==> src/rtl/ising_axi.sv <==
// ising_axi: register-mapped sequential Ising solver behind a simple AXI-lite-style slave.
// Optional feature: define ISING_AXI_SWEEPCNT_EN to expose the completed-sweep count
// as a read-only register at 0x0000_000C (otherwise that address is unmapped).
`timescale 1ns/1ps

`define START_ADDR       32'h0000_0000
`define CTR_CUTOFF_ADDR  32'h0000_0004
`define CTR_MAX_ADDR     32'h0000_0008
`define PHASE_ADDR_BASE  32'h0001_0000
`define WEIGHT_ADDR_BASE 32'h0010_0000

module ising_axi #(
  parameter int N           = 8,
  parameter int WIRE_DELAY  = 20,
  parameter int NUM_WEIGHTS = 5
) (
  input  logic        clk,
  input  logic        axi_rstn,
  input  logic        arvalid_q,
  input  logic [31:0] araddr_q,
  input  logic        rready,
  output logic        rvalid,
  output logic [1:0]  rresp,
  output logic [31:0] rdata,
  input  logic        wready,
  input  logic [31:0] wr_addr,
  input  logic [31:0] wdata
);

  localparam int W   = $clog2(NUM_WEIGHTS);
  localparam int MID = (NUM_WEIGHTS - 1) / 2;
  localparam int IW  = $clog2(N);
  localparam int HW  = $clog2(N * MID + 1) + 2;

  localparam logic [W-1:0]  MID_CODE = W'(MID);
  localparam logic [IW-1:0] LAST     = IW'(N - 1);
  localparam logic [31:0]   WBASE    = `WEIGHT_ADDR_BASE;
  localparam logic [31:0]   PBASE    = `PHASE_ADDR_BASE;

  // WIRE_DELAY only matters for the oscillator-array variant; it is range-checked here
  if (N < 2 || N > 64 || NUM_WEIGHTS < 3 || (NUM_WEIGHTS % 2) == 0 || WIRE_DELAY < 0) begin : g_param_check
    $error("ising_axi: unsupported parameter set");
  end

  // Weight entry: row in bits [19:13], column in bits [12:2], both below N
  function automatic logic is_weight(input logic [31:0] a);
    return (a[31:20] == WBASE[31:20]) && (a[1:0] == 2'b00) &&
           (a[19:13] < 7'(N)) && (a[12:2] < 11'(N));
  endfunction

  function automatic logic is_phase(input logic [31:0] a);
    return (a[31:16] == PBASE[31:16]) && (a[1:0] == 2'b00) && (a[15:2] < 14'(N));
  endfunction

  logic [W-1:0]          weights [N][N];
  logic [15:0]           ctr_cutoff;
  logic [15:0]           ctr_max;
  logic [N-1:0]          spin;
  logic [N-1:0]          spin_init;
  logic [N-1:0]          spin_next;
  logic [15:0]           phase [N];
  logic [IW-1:0]         idx;
  logic                  busy;
  logic [31:0]           remaining;
  logic [31:0]           sweeps_done;
  logic signed [HW-1:0]  field;
  logic signed [HW-1:0]  wv;
  logic [31:0]           rd_data;
  logic                  rd_err;
  logic                  start_wr;

  assign start_wr = wready && (wr_addr == `START_ADDR);

  // Configuration writes: coupling matrix and counter limits, accepted at any time
  always_ff @(posedge clk or negedge axi_rstn) begin
    if (!axi_rstn) begin
      for (int r = 0; r < N; r++)
        for (int c = 0; c < N; c++)
          weights[r][c] <= MID_CODE;
      ctr_cutoff <= 16'h0000;
      ctr_max    <= 16'h00FF;
    end else if (wready) begin
      if (wr_addr == `CTR_CUTOFF_ADDR) ctr_cutoff <= wdata[15:0];
      if (wr_addr == `CTR_MAX_ADDR)    ctr_max    <= wdata[15:0];
      if (is_weight(wr_addr))
        weights[wr_addr[13 +: IW]][wr_addr[2 +: IW]] <= wdata[W-1:0];
    end
  end

  // Initial spins come from the diagonal codes: below mid is -1 (0), otherwise +1 (1)
  always_comb begin
    spin_init = '0;
    for (int i = 0; i < N; i++)
      spin_init[i] = (weights[i][i] >= MID_CODE);
  end

  // Local field on spin idx, skipping the diagonal, then the sign decides the new spin
  always_comb begin
    field     = '0;
    wv        = '0;
    spin_next = spin;
    for (int j = 0; j < N; j++) begin
      wv = HW'(weights[idx][j]) - HW'(MID);
      if (IW'(j) != idx)
        field = spin[j] ? (field + wv) : (field - wv);
    end
    if (field[HW-1])
      spin_next[idx] = 1'b0;
    else if (field != '0)
      spin_next[idx] = 1'b1;
  end

  // Anneal engine: START reloads everything; each busy cycle updates one spin and
  // the last spin of a sweep also closes the sweep and updates the phase counters
  always_ff @(posedge clk or negedge axi_rstn) begin
    if (!axi_rstn) begin
      spin        <= '1;
      idx         <= '0;
      busy        <= 1'b0;
      remaining   <= '0;
      sweeps_done <= '0;
      for (int i = 0; i < N; i++) phase[i] <= '0;
    end else if (start_wr) begin
      spin        <= spin_init;
      idx         <= '0;
      busy        <= (wdata != 32'd0);
      remaining   <= wdata;
      sweeps_done <= '0;
      for (int i = 0; i < N; i++) phase[i] <= '0;
    end else if (busy) begin
      spin <= spin_next;
      if (idx == LAST) begin
        idx         <= '0;
        sweeps_done <= sweeps_done + 32'd1;
        remaining   <= remaining - 32'd1;
        if (remaining == 32'd1) busy <= 1'b0;
        if (sweeps_done >= {16'h0000, ctr_cutoff}) begin
          for (int i = 0; i < N; i++) begin
            if (spin_next[i] == spin_next[N-1]) begin
              if (phase[i] < ctr_max) phase[i] <= phase[i] + 16'd1;
            end else if (phase[i] != 16'd0) begin
              phase[i] <= phase[i] - 16'd1;
            end
          end
        end
      end else begin
        idx <= idx + 1'b1;
      end
    end
  end

  // Read address decode; phase readback is index-reversed relative to spin N-1
  always_comb begin
    rd_data = '0;
    rd_err  = 1'b0;
    if (araddr_q == `START_ADDR)
      rd_data = {busy, 15'b0, remaining[15:0]};
    else if (araddr_q == `CTR_CUTOFF_ADDR)
      rd_data = {16'h0000, ctr_cutoff};
    else if (araddr_q == `CTR_MAX_ADDR)
      rd_data = {16'h0000, ctr_max};
`ifdef ISING_AXI_SWEEPCNT_EN
    else if (araddr_q == 32'h0000_000C)
      rd_data = sweeps_done;
`endif
    else if (is_weight(araddr_q))
      rd_data = 32'(weights[araddr_q[13 +: IW]][araddr_q[2 +: IW]]);
    else if (is_phase(araddr_q))
      rd_data = 32'(phase[LAST - araddr_q[2 +: IW]]);
    else
      rd_err = 1'b1;
  end

  // Read channel: one-cycle latency, data held until the master accepts it
  always_ff @(posedge clk or negedge axi_rstn) begin
    if (!axi_rstn) begin
      rvalid <= 1'b0;
      rresp  <= 2'b00;
      rdata  <= '0;
    end else if (arvalid_q) begin
      rvalid <= 1'b1;
      rdata  <= rd_data;
      rresp  <= rd_err ? 2'b10 : 2'b00;
    end else if (rready) begin
      rvalid <= 1'b0;
    end
  end

endmodule

==> config.mk <==
export PLATFORM = sky130hd
export DESIGN_NAME = ising_axi
export DESIGN_NICKNAME = d
export VERILOG_FILES = /design/src/rtl/ising_axi.sv
export SDC_FILE = /design/constraint.sdc
export NUM_CORES = 1
export LEC_CHECK = 0
export BUFFER_PORTS_ARGS = -buffer_cell sky130_fd_sc_hd__clkbuf_2
export CAP_MARGIN = 30
export CELL_PAD_IN_SITES_DETAIL_PLACEMENT = 1
export CELL_PAD_IN_SITES_GLOBAL_PLACEMENT = 2
export CORE_AREA = 2 2 354 268
export DETAILED_ROUTE_END_ITERATION = 6
export DIE_AREA = 0 0 356 270
export PLACE_DENSITY = 0.77
export SYNTH_ARGS = -nofsm -noshare
export SYNTH_HDL_FRONTEND = slang
export SYNTH_SLANG_ARGS = --single-unit
export TNS_END_PERCENT = 20
==> constraint.sdc <==
create_clock -name clk -period 15.2 [get_ports clk]
set_input_delay 3.04 -clock clk [delete_from_list [all_inputs] [get_ports clk]]
set_output_delay 3.04 -clock clk [all_outputs]
set_load 0.01 [all_outputs]
==> run metrics <==
Worst Clk Skew=0.06965 ns; via count=29020; minimum clock period=14.39 ns; width of the die=356 um; max cap viols=0; share of layout cells above drive strength 1=21.18%; root buffer cell=clkbuf_16; Std-Cell Rows=97; GR Overflow Total=0; final hold slack=0.4842 ns; max_slew headroom=22.31%; hpwl dp=90800 um; period utilisation layout=94.70%; post-synthesis register bit count=447; Synth Instances=3540; Final Hold Vio Count=0; core footprint=92720 um2; Worst path max stage delay=0.58 ns; area growth from synthesis to layout=12.17%; Inst Count DP=4810; first-pass GRT wire length=187000 um; pre-CTS setup slack=-0.1095 ns; crit end category=flop; initial drt markers=2307; Residual DRC=0; Clock Tree Buf Depth=3; Buffers on Ports=119; CTS tree=built; synth warn=0; final layout net count=4101; Final Max Slew Viols=0; final setup violation count=0; Clock Latency Late Sink=0.67 ns; H-tree Lvls=2; # diodes=0; cell repeated most along the worst path=ha_1; cts bufs inserted=53; type of origin of the critical path=flop; Hold-fix buffers, CTS=0; largest net degree at the start of global routing=120; Buffers & Inverters on Critical Path=6; I/O pin count=136; FFs w/ async S/R, synth=100.0%; final RePlAce weighted congestion=0.8766; Synth area leaders=dfrtp_1 (26%), ha_1 (12%), mux2_2 (7.1%); clock sink total=447; share of the synthesized area in the top cell type=26.30%; Fmax=0.06947 GHz; kind of cell adding the most delay to the critical path=compound AO/OA/AOI/OAI gates; PwrDens=67.52 nW/um2; setup ws final=0.8059 ns; initial core utilization=37.66%; Final Core Density=42.25%; DR WL/cell=25.01 um; EDFF count, synth=0; prevailing post-synth register cell=dfrtp_1; outcome=complete, no violations; Post-Layout Cell Count=4929; Clock transition at path regs=0.07 ns; Hold Path Class=flop to flop; Syn Area/Cell=9.865 um2; initial antenna violation count=6; crit-path max FO=18; final wirelength=123300 um; WP data arrival=14.89 ns; Die ar.=96120 um2; Via density=5.887; Final ANT Viol Nets=0; DIE HEIGHT=270 um; Setup CP Type=flop to flop; vias in the first global route=29280; CP max-delay cell=or4_1; Synth area leader=dfrtp_1; leakage=19.18 nW; drt first pass iters=5; post-synthesis sequential area ratio=32.32%; maximum vdd drop=0.09007 mV; worst slew pin tran=1.165 ns; Synth Cell Area=34920 um2; Worst EP required=15.70 ns; Yosys cell types=103; filler instances=10420; gr usage total=25.33%
placed cells by master, fill, tap and decap left out, types with 13 or more instances in the layout:
cell type,n
inv_1,128
and3_1,27
ha_1,329
a22oi_1,33
buf_4,97
xor2_1,91
and2_1,13
o21bai_1,35
clkbuf_2,116
a22o_1,19
nor4_1,64
dfstp_2,80
or3_1,27
fa_1,22
nand2_1,350
o21ai_0,151
o21ai_1,50
a21o_1,164
mux2_2,221
mux2i_1,114
nand4_1,20
o21a_1,15
xnor2_1,103
a221oi_1,27
clkbuf_16,53
dfrtp_1,365
conb_1,16
nand3_1,87
nor2b_1,23
a21oi_1,175
mux4_2,93
nand2b_1,21
nor2_1,182
nor3_1,69
clkbuf_1,16
area by class of cell:
class                           instances  area, um2  share of cell area, %
Sequential cell                       447      11290                  28.82
Tap cell                             1237       1548                  3.951
Multi-Input combinational cell       2790      22570                  57.63
Timing Repair Buffer                  225       1469                  3.750
Clock buffer                           80       1538                  3.925
Inverter                              132      499.2                  1.274
Clock inverter                         18      254.0                 0.6484
power by group:
group	internal, mW	switching [mW]
sequential	1.19	0.00134
combinational	0.0317	0.0798
clock	0.768	0.570
state kept, by name (all words and copies together) (netlist names):
name	cells
busy	1
idx	3
ctr_cutoff	16
weights	192
rvalid	1
rresp	1
phase	128
spin	8
sweeps_done	32
rdata	17
remaining	32
ctr_max	16
path summary, 6_finish.rpt:
check / startpoint / end / slack, ns / depth (start not counted)
max: idx[0] / phase[127] / 0.81 / 69
min: rvalid / rvalid / 0.48 / 1
max reg2reg: idx[0] / phase[127] / 0.81 / 69
min reg2reg: rvalid / rvalid / 0.48 / 1
max in group asynchronous: axi_rstn / idx[1] / 10.50 / 3
min in group asynchronous: axi_rstn / phase[39] / 2.40 / 1
cells in the mapped netlist (11+ instances only):
master / number
a21o_1: 164
a21oi_1: 182
a221oi_1: 27
a22o_1: 19
a22oi_1: 33
a31oi_1: 14
and2_1: 15
and3_1: 28
buf_1: 24
buf_2: 12
buf_4: 18
clkbuf_1: 126
dfrtp_1: 367
dfstp_2: 80
fa_1: 22
ha_1: 329
inv_1: 129
mux2_2: 221
mux2i_1: 116
mux4_2: 93
nand2_1: 352
nand2b_1: 21
nand3_1: 88
nand3b_1: 11
nand4_1: 20
nor2_1: 188
nor2b_1: 23
nor3_1: 74
nor3b_1: 14
nor4_1: 65
o211ai_1: 11
o21a_1: 15
o21ai_0: 152
o21ai_1: 49
o21bai_1: 35
o31ai_1: 11
or3_1: 27
xnor2_1: 105
xor2_1: 91
cell families (layout without fill, tap and decap cells):
kind of cell	after synthesis	in the layout	synth area share [%]
and+or+nand+nor	968	968	13.28
xor gates and xnor gates	199	199	5.116
DFF	447	447	32.32
buffers and inverters	318	455	3.783
adders and majority gates	352	352	13.08
AOI/OAI and AO/OA	821	821	15.74
muxes	434	434	16.67
other	1	16	0.01074
routing by layer:
metal	up-vias	GRT usage, %	wire length (um)
met5	-	0	61
met4	10	5.341	2332
met3	137	7.007	10480
met2	875	34.21	48650
met1	14780	39.39	61760
li1	13210	-	-
per-stage QoR:
stage	area (um2)	TNS (ns)	power (mW)
after detailed placement	37030	-0.2429	1.328
after floorplan	34980	0	1.262
final	39170	0	2.645
after CTS	38840	0	2.672
after global placement	37010	0	1.327
after global routing	39170	-0.3573	2.729
repair_timing:
item / in CTS / in global routing
pin swaps: 0 / 5
endpoints found under the hold margin: 0 / 0
resized for setup: 3 / 37
gates cloned: 0 / 0
endpoints found under the setup margin: 3 / 33
buffers inserted: 0 / 17
(Power assumes the default switching activity.)
